--- src/rtl/display_timing_pkg.sv ---
// Video mode descriptions shared by the raster timing generator and its users.
// Each mode carries porch, sync and polarity values for both axes.
package display_timing_pkg;

  typedef struct packed {
    int unsigned h_res;
    int unsigned h_fp;
    int unsigned h_sync;
    int unsigned h_bp;
    logic        h_pol;
    int unsigned v_res;
    int unsigned v_fp;
    int unsigned v_sync;
    int unsigned v_bp;
    logic        v_pol;
  } mode_t;

  localparam mode_t MODE_1080P60 = '{h_res: 1920, h_fp: 88, h_sync: 44, h_bp: 148, h_pol: 1'b1,
                                     v_res: 1080, v_fp: 4,  v_sync: 5,  v_bp: 36,  v_pol: 1'b1};
  localparam mode_t MODE_720P60  = '{h_res: 1280, h_fp: 110, h_sync: 40, h_bp: 220, h_pol: 1'b1,
                                     v_res: 720,  v_fp: 5,   v_sync: 5,  v_bp: 20,  v_pol: 1'b1};
  localparam mode_t MODE_480P60  = '{h_res: 640, h_fp: 16, h_sync: 96, h_bp: 48, h_pol: 1'b0,
                                     v_res: 480, v_fp: 10, v_sync: 2,  v_bp: 33, v_pol: 1'b0};

  function automatic int unsigned mode_h_total(mode_t m);
    return m.h_res + m.h_fp + m.h_sync + m.h_bp;
  endfunction

  function automatic int unsigned mode_v_total(mode_t m);
    return m.v_res + m.v_fp + m.v_sync + m.v_bp;
  endfunction

endpackage

--- src/rtl/display_timings.sv ---
// Raster timing generator: pixel/line counters plus sync, de and marker decode.
// Decode runs on next-state coordinates so every output is registered with zero skew.
module display_timings
  import display_timing_pkg::*;
#(
  parameter int unsigned CORDW  = 12,
  parameter int unsigned H_RES  = MODE_1080P60.h_res,
  parameter int unsigned H_FP   = MODE_1080P60.h_fp,
  parameter int unsigned H_SYNC = MODE_1080P60.h_sync,
  parameter int unsigned H_BP   = MODE_1080P60.h_bp,
  parameter int unsigned V_RES  = MODE_1080P60.v_res,
  parameter int unsigned V_FP   = MODE_1080P60.v_fp,
  parameter int unsigned V_SYNC = MODE_1080P60.v_sync,
  parameter int unsigned V_BP   = MODE_1080P60.v_bp,
  parameter logic        H_POL  = MODE_1080P60.h_pol,
  parameter logic        V_POL  = MODE_1080P60.v_pol,
  parameter int unsigned FRAMEW = 16
) (
  input  logic              clk_pix,
  input  logic              rst_n,
  output logic [CORDW-1:0]  sx,
  output logic [CORDW-1:0]  sy,
  output logic              hsync,
  output logic              vsync,
  output logic              de,
  output logic              line,
  output logic              frame,
  output logic [FRAMEW-1:0] frame_count
);

  localparam int unsigned H_TOTAL = H_RES + H_FP + H_SYNC + H_BP;
  localparam int unsigned V_TOTAL = V_RES + V_FP + V_SYNC + V_BP;

  generate
    if (H_TOTAL > (2 ** CORDW) || V_TOTAL > (2 ** CORDW)) begin : g_cordw_chk
      $error("CORDW too narrow for H_TOTAL-1 / V_TOTAL-1");
    end
    if (H_SYNC < 1 || V_SYNC < 1) begin : g_sync_chk
      $error("sync widths must be at least one");
    end
  endgenerate

  localparam logic [CORDW-1:0] H_MAX = CORDW'(H_TOTAL - 1);
  localparam logic [CORDW-1:0] V_MAX = CORDW'(V_TOTAL - 1);
  localparam logic [CORDW-1:0] H_ACT = CORDW'(H_RES);
  localparam logic [CORDW-1:0] V_ACT = CORDW'(V_RES);
  localparam logic [CORDW-1:0] HS_LO = CORDW'(H_RES + H_FP);
  localparam logic [CORDW-1:0] HS_HI = CORDW'(H_RES + H_FP + H_SYNC - 1);
  localparam logic [CORDW-1:0] VS_LO = CORDW'(V_RES + V_FP);
  localparam logic [CORDW-1:0] VS_HI = CORDW'(V_RES + V_FP + V_SYNC - 1);

  logic [CORDW-1:0]  sx_q, sx_d, sy_q, sy_d;
  logic              hs_q, hs_d, vs_q, vs_d, de_q, de_d;
  logic              line_q, line_d, frame_q, frame_d;
  logic [FRAMEW-1:0] fc_q, fc_d;
  logic              first_q, first_d;

  always_comb begin
    sx_d    = sx_q + 1'b1;
    sy_d    = sy_q;
    if (sx_q == H_MAX) begin
      sx_d = '0;
      sy_d = (sy_q == V_MAX) ? '0 : sy_q + 1'b1;
    end
    de_d    = (sx_d < H_ACT) && (sy_d < V_ACT);
    hs_d    = (sx_d >= HS_LO && sx_d <= HS_HI) ? H_POL : ~H_POL;
    vs_d    = (sy_d >= VS_LO && sy_d <= VS_HI) ? V_POL : ~V_POL;
    line_d  = (sx_d == '0);
    frame_d = (sx_d == '0) && (sy_d == '0);
    fc_d    = fc_q;
    first_d = first_q;
    // The frame that starts out of reset is not a completed frame.
    if (frame_d) begin
      if (first_q) first_d = 1'b0;
      else         fc_d    = fc_q + 1'b1;
    end
  end

  always_ff @(posedge clk_pix or negedge rst_n) begin
    if (!rst_n) begin
      sx_q    <= H_MAX;
      sy_q    <= V_MAX;
      hs_q    <= ~H_POL;
      vs_q    <= ~V_POL;
      de_q    <= 1'b0;
      line_q  <= 1'b0;
      frame_q <= 1'b0;
      fc_q    <= '0;
      first_q <= 1'b1;
    end else begin
      sx_q    <= sx_d;
      sy_q    <= sy_d;
      hs_q    <= hs_d;
      vs_q    <= vs_d;
      de_q    <= de_d;
      line_q  <= line_d;
      frame_q <= frame_d;
      fc_q    <= fc_d;
      first_q <= first_d;
    end
  end

  assign sx          = sx_q;
  assign sy          = sy_q;
  assign hsync       = hs_q;
  assign vsync       = vs_q;
  assign de          = de_q;
  assign line        = line_q;
  assign frame       = frame_q;
  assign frame_count = fc_q;

endmodule
--- config.mk ---
export PLATFORM = sky130hd
export DESIGN_NAME = display_timings
export DESIGN_NICKNAME = d
export VERILOG_FILES = /design/src/rtl/display_timing_pkg.sv /design/src/rtl/display_timings.sv
export SDC_FILE = /design/constraint.sdc
export NUM_CORES = 1
export LEC_CHECK = 0
export BUFFER_PORTS_ARGS = -buffer_cell sky130_fd_sc_hd__buf_2
export CAP_MARGIN = 10
export CORE_MARGIN = 2
export CORE_UTILIZATION = 55
export CTS_CLUSTER_SIZE = 16
export DETAILED_ROUTE_END_ITERATION = 10
export PLACE_DENSITY = 0.78
export SKIP_CTS_REPAIR_TIMING = 1
export SYNTH_ARGS = -nofsm -noshare
export SYNTH_HDL_FRONTEND = slang
export SYNTH_SLANG_ARGS = --single-unit
--- constraint.sdc ---
create_clock -name clk_pix -period 7.2 [get_ports clk_pix]
set_input_delay 0.36 -clock clk_pix [delete_from_list [all_inputs] [get_ports clk_pix]]
set_output_delay 0.36 -clock clk_pix [all_outputs]
set_load 0.02 [all_outputs]
==> results.sh <==
export IMPL_highest_layer="met4"
export IMPL_drt_iter0_drc=136
export IMPL_synth_xor_area_share_pct=10.0
export IMPL_cp_end_kind="flop"
export IMPL_root_buffer="clkbuf_8"
export IMPL_finalSetupViolCount=0
export IMPL_min_period_ns=3.52
export IMPL_gr_total_overflow=0
export IMPL_grtUsageTotal_pct=21.6
export IMPL_place_gp_congestion=0.874
export IMPL_nNetsFinal=320
export IMPL_synth_warning_count=0
export IMPL_syn_instance_count=281
export IMPL_stdcell_area_um2=3090
export IMPL_fin_skew_ns=0.0105
export IMPL_synthMuxAreaShare_pct=1.52
export IMPL_start_util_pct=58.2
export IMPL_cts_tree="yes"
export IMPL_drtPass1Iterations=4
export IMPL_design_core_area_um2=4820
export IMPL_worst_slew_pin_slew_ns=0.993
export IMPL_grt_pass1_wl_mm=9.53
export IMPL_worstPathArrival_ns=3.70
export IMPL_die_h_um=75.4
export IMPL_cp_cell_sequence="ha_1, and4bb_4, and3_4, o21ai_0, a22o_1, or2_1, nor4_2, mux2_2"
export IMPL_rows=25
export IMPL_rsz0062_at_grt="false"
export IMPL_die_x_um=75.4
export IMPL_grt_pass1_vias=1968
export IMPL_cts_htree_levels=2
export IMPL_final_common_cell="buf_2"
export IMPL_pin_count=47
export IMPL_crit_slowest_cell="dfstp_2"
export IMPL_yosys_area_share_simple_pct=29.3
export IMPL_leakage_nw=1.48
export IMPL_synthToLayoutAreaGrowth_pct=10.3
export IMPL_dp_cells=372
export IMPL_synth_top_family_by_area="simple AND/OR/NAND/NOR gates"
export IMPL_async_flop_share_pct=100
export IMPL_powerDensity_nw_per_um2=147
export IMPL_drv_cap=0
export IMPL_drt_wl_total_mm=5.84
export IMPL_timing_critical_path_buf_inv=0
export IMPL_max_freq_mhz=284
export IMPL_synth_cell_types=59
export IMPL_via_per_inst=5.72
export IMPL_grt_max_degree=47
export IMPL_wl_met2_mm=2.64
export IMPL_drive_gt1_share_pct=28.1
export IMPL_synth_compound_area_share_pct=8.52
export IMPL_instances_no_fill=380
export IMPL_ant_nets=0
export IMPL_clk_latency_ns=0.30
export IMPL_synth_flop_cell="dfrtp_1"
export IMPL_min_path_type="input port to asynchronous set/reset pin"
export IMPL_synth_area_per_cell_um2=9.98
export IMPL_cp_slowest_stage_delay_ns=0.63
export IMPL_portBuffers=46
export IMPL_ir_worst_vdd_mv=0.0687
export IMPL_antenna_found_initial=0
export IMPL_synth_fa_ha_area_share_pct=2.68
export IMPL_place_area_um2=2980
export IMPL_cts_sinks=46
export IMPL_slew_violations=0
export IMPL_synth_seq_area_share_pct=41.5
export IMPL_path_class="flop to flop"
export IMPL_status="finished, final reports clean"
export IMPL_synth_edf_count=0
export IMPL_drc=0
export IMPL_met1_length_mm=2.87
export IMPL_clkTransAtPathRegs_ns=0.08
export IMPL_netlist_area_um2=2800
export IMPL_dr_wl_met3_um=243
export IMPL_hold_viol=0
export IMPL_path_delay_family="simple AND/OR/NAND/NOR gates"
export IMPL_cp_max_fo=19
export IMPL_fin_crit_sh_pct=48.9
export IMPL_vias=2175
export IMPL_die_area_um2=5690
export IMPL_hpwlAfterDp_mm=4.15
export IMPL_relSlewSlack_pct=33.8
export IMPL_cts_made_buffers=5
export IMPL_wl_per_cell_um=15.4
export IMPL_ys_ff_latch=46
export IMPL_clockBufferDepth=2
export IMPL_holdWs_ns=0.229
export IMPL_diodes=0
export IMPL_required_ns=7.38
export IMPL_start_kind="flop"
export IMPL_layout_common_cells="buf_2, dfrtp_1, nand3_1, xor2_1, nand2_1"
export IMPL_syn_num_nets=289
export IMPL_final_setup_tns_ns=0
[where the power goes]
group	leakage, nW	switching (W)	internal [W]
Clock	0.0514	0.0000870	0.000104
Combinational	0.833	0.00000470	0.000000197
Sequential	0.593	0	0.000258
[logic make-up (layout without fill, tap and decap cells)]
group,Yosys count,after routing
simple gates,122,122
flops,46,46
compound gates,37,37
buf+inv,34,66
xor+xnor,32,32
fa+ha+maj,6,6
mux,4,4
[state kept, by name, indices dropped and copies added, names as in the netlist]
| register | flops |
|---|---|
| sx | 12 |
| first_q | 1 |
| frame_count | 16 |
| line | 1 |
| frame | 1 |
| sy | 12 |
| de | 1 |
| vsync | 1 |
| hsync | 1 |
[worst reg2reg max path, cell delays in order (launching register included)]
cell      delay [ns]
dfstp_2         0.63
ha_1            0.38
and4bb_4        0.30
and3_4          0.33
o21ai_0         0.14
a22o_1          0.26
or2_1           0.53
nor4_2          0.47
mux2_2          0.38
[cell usage after synthesis (all sizes together) (4+ instances only)]
cell type  number  area share (%)
xnor2          10             3.1
buf            17             4.2
nand2          17             2.3
o21ai          12             2.3
ha              6             2.7
nor3            6             1.5
clkbuf          5            0.67
nor2           11             1.5
a21oi           9             1.6
nand3          23             4.1
inv            12             1.6
and4            4             1.2
xor2           22             6.9
dfstp          11              10
dfrtp          35              31
nand2b          4            0.89
nand4          12             2.9
and3            9             2.2
nor4           17             6.9
[area by class of cell]
class / instances / area, µm²
fillers: 414 / 1730
multi-input cells: 201 / 1460
flip-flops and latches: 46 / 1160
repair buffers: 46 / 230
well taps: 67 / 83.8
clock buffers: 6 / 72.6
inverters: 12 / 45.0
clock inverters: 2 / 37.5
[per-layer routing]
layer	track usage (%)	up-vias
li1	-	1069
met1	31.6	1031
met2	32.3	63
met3	4.10	12
met4	7.41	0
met5	0	-
[stage by stage]
| stage | util, % | setup WS (ns) | total power [W] |
|---|---|---|---|
| floorplan | - | 4.06 | 0.000263 |
| global placement | 61.9 | 3.86 | 0.000268 |
| detailed placement | 61.9 | 3.71 | 0.000269 |
| CTS | 64.2 | 3.69 | 0.000456 |
| global route | 64.2 | 3.45 | 0.000467 |
| finish | 64.2 | 3.68 | 0.000454 |
[worst paths after layout]
kind	slack, ns	start	end	cells past startpoint
worst max-delay path	3.68	sx[0]	frame_count[1]	8
worst min-delay path	0.23	rst_n	sx[8]	1
worst max register to register	3.68	sx[0]	frame_count[1]	8
worst min register to register	0.47	frame_count[15]	frame_count[15]	1
max in group asynchronous	6.36	rst_n	frame_count[7]	1
min in group clk_pix	0.47	frame_count[15]	frame_count[15]	1
Power figures use the tool's default switching activity.
